===== src/rtl/fc_dma_scheduler_if.sv =====
// Requester / DMA handshake bundle for the FC-layer DMA scheduler.
// The scheduler connects through the slave modport. The FC control and DMA
// side, or a testbench standing in for them, connects through the master modport.
interface fc_dma_scheduler_if #(
    parameter int NUM_REQ           = 2,
    parameter int MEM_ADDRESS_WIDTH = 10
);
    logic [NUM_REQ-1:0]                   i_req;
    logic [NUM_REQ*MEM_ADDRESS_WIDTH-1:0] i_req_address;
    logic [NUM_REQ*MEM_ADDRESS_WIDTH-1:0] i_req_count;
    logic [NUM_REQ-1:0]                   o_grant;
    logic                                 o_chunk_valid;
    logic [MEM_ADDRESS_WIDTH-1:0]         o_chunk_len;
    logic                                 o_chunk_last;
    logic                                 i_chunk_ack;
    logic                                 o_done;
    logic                                 o_dma_read;
    logic [MEM_ADDRESS_WIDTH-1:0]         o_dma_address;
    logic [MEM_ADDRESS_WIDTH-1:0]         o_dma_count;
    logic                                 i_dma_ready;

    modport slave (
        input  i_req, i_req_address, i_req_count, i_chunk_ack, i_dma_ready,
        output o_grant, o_chunk_valid, o_chunk_len, o_chunk_last, o_done,
               o_dma_read, o_dma_address, o_dma_count
    );

    modport master (
        output i_req, i_req_address, i_req_count, i_chunk_ack, i_dma_ready,
        input  o_grant, o_chunk_valid, o_chunk_len, o_chunk_last, o_done,
               o_dma_read, o_dma_address, o_dma_count
    );
endinterface


===== src/rtl/fc_dma_scheduler.sv =====
// Round-robin owner of the FC layer's single DMA engine. Splits each granted
// transfer into chunks of at most BUFFER_SIZE words, issues one DMA read per
// chunk and holds the filled buffer for the requester until it acknowledges.
//
// state   | meaning
// --------+-------------------------------------------------------------
// S_IDLE  | no owner; arbitrate among raised requests
// S_ISSUE | one-cycle DMA read strobe for the current chunk
// S_WAIT  | chunk read in flight; wait for the DMA completion pulse
// S_HOLD  | buffer full; o_chunk_valid until the requester acks
// S_DONE  | one-cycle o_done; advance round-robin pointer past the owner
module fc_dma_scheduler #(
    parameter int NUM_REQ           = 2,
    parameter int BUFFER_SIZE       = 120,
    parameter int MEM_ADDRESS_WIDTH = 10
) (
    input  logic                clk,
    input  logic                rst,
    fc_dma_scheduler_if.slave   bus
);

    localparam int AW = MEM_ADDRESS_WIDTH;
    localparam int IW = (NUM_REQ > 1) ? $clog2(NUM_REQ) : 1;
    localparam logic [AW-1:0] BUF_WORDS = AW'(BUFFER_SIZE);

    typedef enum logic [2:0] {
        S_IDLE,
        S_ISSUE,
        S_WAIT,
        S_HOLD,
        S_DONE
    } state_t;

    state_t             r_state;
    state_t             w_state_nxt;
    logic [IW-1:0]      r_ptr;
    logic [IW-1:0]      w_ptr_nxt;
    logic [IW-1:0]      r_gidx;
    logic [IW-1:0]      w_gidx_nxt;
    logic [NUM_REQ-1:0] r_grant;
    logic [NUM_REQ-1:0] w_grant_nxt;
    logic [AW-1:0]      r_cur_addr;
    logic [AW-1:0]      w_cur_addr_nxt;
    logic [AW-1:0]      r_remaining;
    logic [AW-1:0]      w_remaining_nxt;

    logic               w_found_hi;
    logic               w_found_lo;
    logic [IW-1:0]      w_idx_hi;
    logic [IW-1:0]      w_idx_lo;
    logic               w_any_req;
    logic [IW-1:0]      w_sel_idx;
    logic [AW-1:0]      w_sel_addr;
    logic [AW-1:0]      w_sel_count;

    logic [AW-1:0]      w_chunk_len;
    logic               w_chunk_last;
    logic               w_in_chunk;

    // Round-robin pick: lowest raised index at or above the pointer wins,
    // otherwise the lowest raised index below it (wrap-around).
    always_comb begin
        w_found_hi = 1'b0;
        w_found_lo = 1'b0;
        w_idx_hi   = '0;
        w_idx_lo   = '0;
        for (int k = NUM_REQ - 1; k >= 0; k--) begin
            if (bus.i_req[k]) begin
                if (k >= int'(r_ptr)) begin
                    w_found_hi = 1'b1;
                    w_idx_hi   = IW'(k);
                end else begin
                    w_found_lo = 1'b1;
                    w_idx_lo   = IW'(k);
                end
            end
        end
        w_any_req = w_found_hi | w_found_lo;
        w_sel_idx = w_found_hi ? w_idx_hi : w_idx_lo;
    end

    // Fetch the winning requester's address and count slices.
    always_comb begin
        w_sel_addr  = '0;
        w_sel_count = '0;
        for (int k = 0; k < NUM_REQ; k++) begin
            if (IW'(k) == w_sel_idx) begin
                w_sel_addr  = bus.i_req_address[k*AW +: AW];
                w_sel_count = bus.i_req_count[k*AW +: AW];
            end
        end
    end

    // Current chunk geometry; remaining only moves on ack, so it stays stable
    // from ISSUE through HOLD.
    always_comb begin
        w_chunk_last = (r_remaining <= BUF_WORDS);
        w_chunk_len  = w_chunk_last ? r_remaining : BUF_WORDS;
        w_in_chunk   = (r_state == S_ISSUE) || (r_state == S_WAIT) ||
                       (r_state == S_HOLD);
    end

    // Next-state and next-register logic.
    always_comb begin
        w_state_nxt     = r_state;
        w_ptr_nxt       = r_ptr;
        w_gidx_nxt      = r_gidx;
        w_grant_nxt     = r_grant;
        w_cur_addr_nxt  = r_cur_addr;
        w_remaining_nxt = r_remaining;
        unique case (r_state)
            S_IDLE: begin
                if (w_any_req) begin
                    w_gidx_nxt      = w_sel_idx;
                    w_grant_nxt     = NUM_REQ'(1) << w_sel_idx;
                    w_cur_addr_nxt  = w_sel_addr;
                    w_remaining_nxt = w_sel_count;
                    w_state_nxt     = (w_sel_count == '0) ? S_DONE : S_ISSUE;
                end
            end
            S_ISSUE: begin
                w_state_nxt = S_WAIT;
            end
            S_WAIT: begin
                if (bus.i_dma_ready) begin
                    w_state_nxt = S_HOLD;
                end
            end
            S_HOLD: begin
                if (bus.i_chunk_ack) begin
                    w_cur_addr_nxt  = r_cur_addr + w_chunk_len;
                    w_remaining_nxt = r_remaining - w_chunk_len;
                    w_state_nxt     = w_chunk_last ? S_DONE : S_ISSUE;
                end
            end
            S_DONE: begin
                w_ptr_nxt   = (r_gidx == IW'(NUM_REQ - 1)) ? '0 : r_gidx + 1'b1;
                w_grant_nxt = '0;
                w_state_nxt = S_IDLE;
            end
            default: begin
                w_state_nxt = S_IDLE;
                w_grant_nxt = '0;
            end
        endcase
    end

    // State and datapath registers with synchronous reset.
    always_ff @(posedge clk) begin
        if (rst) begin
            r_state     <= S_IDLE;
            r_ptr       <= '0;
            r_gidx      <= '0;
            r_grant     <= '0;
            r_cur_addr  <= '0;
            r_remaining <= '0;
        end else begin
            r_state     <= w_state_nxt;
            r_ptr       <= w_ptr_nxt;
            r_gidx      <= w_gidx_nxt;
            r_grant     <= w_grant_nxt;
            r_cur_addr  <= w_cur_addr_nxt;
            r_remaining <= w_remaining_nxt;
        end
    end

    assign bus.o_grant       = r_grant;
    assign bus.o_dma_read    = (r_state == S_ISSUE);
    assign bus.o_chunk_valid = (r_state == S_HOLD);
    assign bus.o_done        = (r_state == S_DONE);
    assign bus.o_dma_address = w_in_chunk ? r_cur_addr  : '0;
    assign bus.o_dma_count   = w_in_chunk ? w_chunk_len : '0;
    assign bus.o_chunk_len   = w_in_chunk ? w_chunk_len : '0;
    assign bus.o_chunk_last  = w_in_chunk & w_chunk_last;

endmodule

===== src/flat_wrapper.sv =====
// flat-port wrapper written by rule: the top's interface ports become plain ports
module fc_dma_scheduler_flat 
#(
    parameter int NUM_REQ           = 2,
    parameter int BUFFER_SIZE       = 120,
    parameter int MEM_ADDRESS_WIDTH = 10
)
  (clk, rst, bus_i_req, bus_i_req_address, bus_i_req_count, bus_i_chunk_ack, bus_i_dma_ready, bus_o_grant, bus_o_chunk_valid, bus_o_chunk_len, bus_o_chunk_last, bus_o_done, bus_o_dma_read, bus_o_dma_address, bus_o_dma_count);
  fc_dma_scheduler_if #(.NUM_REQ(NUM_REQ), .MEM_ADDRESS_WIDTH(MEM_ADDRESS_WIDTH)) bus_i ();
  input  logic clk;
  input  logic rst;
  input wire logic [$bits(bus_i.i_req)-1:0] bus_i_req;
  input wire logic [$bits(bus_i.i_req_address)-1:0] bus_i_req_address;
  input wire logic [$bits(bus_i.i_req_count)-1:0] bus_i_req_count;
  input wire logic [$bits(bus_i.i_chunk_ack)-1:0] bus_i_chunk_ack;
  input wire logic [$bits(bus_i.i_dma_ready)-1:0] bus_i_dma_ready;
  output wire logic [$bits(bus_i.o_grant)-1:0] bus_o_grant;
  output wire logic [$bits(bus_i.o_chunk_valid)-1:0] bus_o_chunk_valid;
  output wire logic [$bits(bus_i.o_chunk_len)-1:0] bus_o_chunk_len;
  output wire logic [$bits(bus_i.o_chunk_last)-1:0] bus_o_chunk_last;
  output wire logic [$bits(bus_i.o_done)-1:0] bus_o_done;
  output wire logic [$bits(bus_i.o_dma_read)-1:0] bus_o_dma_read;
  output wire logic [$bits(bus_i.o_dma_address)-1:0] bus_o_dma_address;
  output wire logic [$bits(bus_i.o_dma_count)-1:0] bus_o_dma_count;
  assign bus_i.i_req = bus_i_req;
  assign bus_i.i_req_address = bus_i_req_address;
  assign bus_i.i_req_count = bus_i_req_count;
  assign bus_i.i_chunk_ack = bus_i_chunk_ack;
  assign bus_i.i_dma_ready = bus_i_dma_ready;
  assign bus_o_grant = bus_i.o_grant;
  assign bus_o_chunk_valid = bus_i.o_chunk_valid;
  assign bus_o_chunk_len = bus_i.o_chunk_len;
  assign bus_o_chunk_last = bus_i.o_chunk_last;
  assign bus_o_done = bus_i.o_done;
  assign bus_o_dma_read = bus_i.o_dma_read;
  assign bus_o_dma_address = bus_i.o_dma_address;
  assign bus_o_dma_count = bus_i.o_dma_count;
  fc_dma_scheduler #(.NUM_REQ(NUM_REQ), .BUFFER_SIZE(BUFFER_SIZE), .MEM_ADDRESS_WIDTH(MEM_ADDRESS_WIDTH)) u_core (.clk(clk), .rst(rst), .bus(bus_i));
endmodule

===== config.mk =====
export PLATFORM = sky130hd
export DESIGN_NAME = fc_dma_scheduler_flat
export DESIGN_NICKNAME = d
export VERILOG_FILES = /design/src/rtl/fc_dma_scheduler_if.sv /design/src/rtl/fc_dma_scheduler.sv /design/src/flat_wrapper.sv
export SDC_FILE = /design/constraint.sdc
export NUM_CORES = 1
export LEC_CHECK = 0
export CAP_MARGIN = 20
export CORE_ASPECT_RATIO = 0.6
export CORE_MARGIN = 2
export CORE_UTILIZATION = 47
export CTS_CLUSTER_DIAMETER = 60
export DETAILED_ROUTE_END_ITERATION = 6
export PLACE_DENSITY = 0.91
export SYNTH_ARGS = -nofsm -noshare
export SYNTH_HDL_FRONTEND = slang
export SYNTH_SLANG_ARGS = --single-unit

===== constraint.sdc =====
create_clock -name clk -period 3.57 [get_ports clk]
set_input_delay 0.357 -clock clk [delete_from_list [all_inputs] [get_ports clk]]
set_output_delay 0.357 -clock clk [all_outputs]
set_load 0.005 [all_outputs]

==> flow_summary.rst <==
.. list-table::
   :header-rows: 1

   * - Metric
     - Value
   * - Status
     - completed
   * - Final count of negative-setup-slack endpoints
     - 0
   * - Number of optimization iterations in the first detailed-route pass
     - 5
   * - Area contributors post-synth
     - sky130_fd_sc_hd__dfxtp_1 21%, sky130_fd_sc_hd__o21ai_0 5.1%, sky130_fd_sc_hd__buf_4 5.0%
   * - Total met2 wirelength after detailed routing
     - 3360 µm
   * - Delay of the slowest cell on the worst path
     - 0.45 ns
   * - Post-synth EDFFs
     - 0
   * - Synth Area in Compound Gates
     - roughly 24%
   * - Count of cell types in the netlist
     - just under 60
   * - Die height
     - 61.0 µm
   * - Relative max-transition margin
     - a little under two fifths
   * - Ratio of cells with drive above 1 in the final layout
     - 7.46%
   * - Die Footprint
     - a little over 0.006 mm²
   * - Final antenna diode count
     - 0
   * - Final Net Count
     - roughly 450
   * - Via-to-Cell Ratio
     - 5.95
   * - Share of cell area taken by muxes after synthesis
     - 9.14%
   * - Worst path arrival time
     - 2.99 ns
   * - HPWL after detailed placement
     - about 5700 µm
   * - Final worst hold slack
     - approximately 0.46 ns
   * - Post-synthesis share of cell area spent on and, or, nand and nor gates
     - a little under a third
   * - Maximum number of pins on one net before global-route repair
     - 30
   * - Post-CTS Repair Setup Buffers
     - 0
   * - Smallest setup slack after layout
     - between 0.7 and 0.8 ns
   * - Area share of the largest cell type after synthesis
     - 21.2%
   * - Share of flip-flops with an asynchronous set or reset after synthesis
     - 0%
   * - Cell at the root of the clock tree
     - sky130_fd_sc_hd__clkbuf_8
   * - First-iteration detailed-routing DRC count
     - between 150 and 200
   * - Dpl ws
     - approximately 0.83 ns
   * - Initial antenna violation count
     - 0
   * - Clk sink count
     - 27
   * - Clock transition at the registers of the reported paths
     - ~0.10 ns
   * - Vias
     - 2705
   * - Peak VDD IR
     - between 150 and 200 µV
   * - Clock latency reported for the late side of the worst-skew pair
     - between 0.2 and 0.3 ns
   * - Tmin final
     - 2.78 ns
   * - Number of register bits inferred by synthesis
     - 27
   * - Effective utilization at floorplan
     - roughly half
   * - Class of the tightest hold or removal check
     - register to register
   * - Maximum operating frequency
     - around 0.36 GHz
   * - XOR/XNOR Fraction of Synth Area
     - 0%
   * - First-pass GRT wire length
     - 12000 µm
   * - Netlist area before placement
     - 0.00255 mm²
   * - Highest metal layer used by the detailed router
     - met4
   * - Adder-cell share of the synthesized area
     - between 5 and 6%
   * - Post-route clock period utilization
     - 77.9%
   * - Cells traversed along the worst timing path
     - nand4_1 -> nand2_1 -> nand2_1 -> ha_1 -> or3_1 -> nor2b_1 -> a2111oi_1 -> a211oi_1 -> nor3_1
   * - Final routed wire length divided by cell count
     - around 17 µm
   * - Pwr Density
     - 377 mW/mm²
   * - Setup crit end kind
     - register
   * - Most used flip-flop cell after synthesis
     - sky130_fd_sc_hd__dfxtp_1
   * - Total length of routed met3 wires
     - between 700 and 800 µm
   * - CTS Buf Count
     - 3
   * - Count of unresolved DRC violations after routing
     - 0
   * - Overall routing resource usage
     - 25.2%
   * - Number of max-slew violations in the final report
     - 0
   * - I/O Buffers
     - 75
   * - Chip width
     - ~99 µm
   * - Number of warnings printed during yosys synthesis
     - 0
   * - Largest area contributor in the synthesized netlist
     - sky130_fd_sc_hd__dfxtp_1
   * - Via count of the first global-routing pass
     - approximately 2500
   * - Number of hold buffers added after cts
     - 0
   * - Slew at the pin closest to its max-slew limit
     - 0.931 ns
   * - Power, Total
     - approximately 1.2 mW
   * - Sum of routed wire length over all layers
     - 7510 µm
   * - GRT Residual Overflow
     - 0
   * - Final-layout setup total negative slack
     - 0 ns
   * - Sequential share of the synthesized area
     - about a fifth
   * - Cell depth of the worst hold path
     - 1
   * - Hold violation total from the final report
     - 0
   * - Depth of the most critical reg-to-reg path
     - 9
   * - Total of cells resized after clock tree synthesis
     - 0
   * - Clock skew after layout
     - 0.00410 ns
   * - Max-Cap Viols
     - 0
   * - Met1 routed wirelength after detailed routing
     - 3320 µm
   * - H-Tree Level Count
     - 1
   * - Row count
     - 20
   * - Layout area overhead
     - 28.4%
   * - Startpoint types
     - register
   * - Startpoint of the lowest-slack hold path
     - u_core.r_gidx
   * - Ports
     - slightly above 80
   * - Number of buffers on the longest clock path
     - 2
   * - Startpoint of the most critical register-to-register path
     - u_core.r_remaining[4]
   * - Mapped Avg Cell Area
     - about 7.7 µm²
   * - Largest family of logic cells by synthesized area
     - simple AND/OR/NAND/NOR gates
   * - Clock tree from TritonCTS
     - yes
   * - P_leak
     - 1.27 nW
   * - Cell occurring most often along the worst timing path
     - sky130_fd_sc_hd__nand2_1
   * - Maximum fanout count along the critical path
     - 14
   * - Instance count of the mapped netlist
     - 332
   * - Crit path from
     - u_core.r_remaining[4]
   * - Finished Core Util
     - ~64%
   * - Critical Setup Path Class
     - register to register
   * - Slowest stage cell on the critical path
     - sky130_fd_sc_hd__dfxtp_1
   * - Antenna violation net count after detailed routing
     - 0
   * - Global placement routability congestion
     - between 0.9 and 1
   * - Req. time, crit path
     - 3.78 ns
   * - Setup repair after global routing missed its margin
     - false
   * - Area of the placeable core
     - slightly above 0.005 mm²
layout by cell type, fill, tap and decap left out, types with 9 or more instances in the layout:
cell type,Yosys,layout
sky130_fd_sc_hd__nand2_1,19,19
sky130_fd_sc_hd__conb_1,2,9
sky130_fd_sc_hd__a21oi_1,22,22
sky130_fd_sc_hd__ha_1,10,10
sky130_fd_sc_hd__and2_1,16,16
sky130_fd_sc_hd__dfxtp_1,27,27
sky130_fd_sc_hd__nor2_1,26,26
sky130_fd_sc_hd__a211oi_1,10,10
sky130_fd_sc_hd__o21ai_0,26,26
sky130_fd_sc_hd__nor3_1,16,16
sky130_fd_sc_hd__mux2i_1,12,12
sky130_fd_sc_hd__clkdlybuf4s50_1,0,75
sky130_fd_sc_hd__mux2_2,10,10
sky130_fd_sc_hd__nand2b_1,9,9
routing by layer:
| metal | track usage, % | vias up |
|---|---|---|
| li1 | - | 1305 |
| met1 | 34.7 | 1262 |
| met2 | 42.3 | 129 |
| met3 | 4.77 | 9 |
| met4 | 5.68 | 0 |
| met5 | 0 | - |
worst max-delay path: cells and delay by family, from the launching register on:
kind / cells / cell delay, ns
AOI/OAI and AO/OA: 2 / 0.46
and+or+nand+nor: 6 / 1.50
adders and majority gates: 1 / 0.31
DFF: 1 / 0.45
flip-flops by register name (all words and copies together), names as in the netlist:
signal              count
u_core.r_gidx           1
u_core.r_state          3
u_core.r_cur_addr      10
u_core.r_ptr            1
u_core.r_remaining     10
u_core.bus.o_grant      2
path summary, 6_finish.rpt:
path | endpoint | slack (ns)
max | u_core.r_remaining[6] | 0.79
min reg2reg | u_core.r_ptr | 0.46
max reg2reg | u_core.r_remaining[6] | 0.79
min | u_core.r_ptr | 0.46
stage by stage:
stage	instance area (µm²)	std cells
after floorplan	2570	339
after global placement	3220	451
after detailed placement	3220	451
after CTS	3270	455
after global routing	3270	455
final	3270	455
power by group:
part	switching (mW)	leakage [nW]	internal, mW
clock	0.107	0.0228	0.0805
combinational	0.326	1.03	0.321
sequential	0.0560	0.222	0.343
total	0.488	1.27	0.745
Yosys cell counts, types with 6 or more instances:
| cell | instances |
|---|---|
| sky130_fd_sc_hd__nor2b_1 | 8 |
| sky130_fd_sc_hd__buf_4 | 17 |
| sky130_fd_sc_hd__dfxtp_1 | 27 |
| sky130_fd_sc_hd__a211o_1 | 6 |
| sky130_fd_sc_hd__ha_1 | 10 |
| sky130_fd_sc_hd__o21ai_0 | 26 |
| sky130_fd_sc_hd__a211oi_1 | 10 |
| sky130_fd_sc_hd__and3_1 | 8 |
| sky130_fd_sc_hd__a21oi_1 | 22 |
| sky130_fd_sc_hd__mux2i_1 | 12 |
| sky130_fd_sc_hd__nor2_1 | 26 |
| sky130_fd_sc_hd__clkbuf_1 | 9 |
| sky130_fd_sc_hd__nand2_1 | 19 |
| sky130_fd_sc_hd__nor3_1 | 16 |
| sky130_fd_sc_hd__and2_1 | 16 |
| sky130_fd_sc_hd__nor4_1 | 8 |
| sky130_fd_sc_hd__nand2b_1 | 9 |
| sky130_fd_sc_hd__nand3b_1 | 6 |
| sky130_fd_sc_hd__mux2_2 | 10 |
area by class of cell:
class	instances	area (µm²)
clock buffers	4	45.0
fillers	450	1860
inverters	5	18.8
multi-input cells	274	1800
flip-flops and latches	27	541
well taps	66	82.6
repair buffers	79	781
cell families after synthesis:
| logic type | count (synthesis) |
|---|---|
| compound gates | 94 |
| flops | 27 |
| fa+ha+maj | 11 |
| other cells | 2 |
| simple gates | 138 |
| mux | 22 |
| buf+inv | 38 |
No activity file was read; power rests on OpenSTA's default activity.
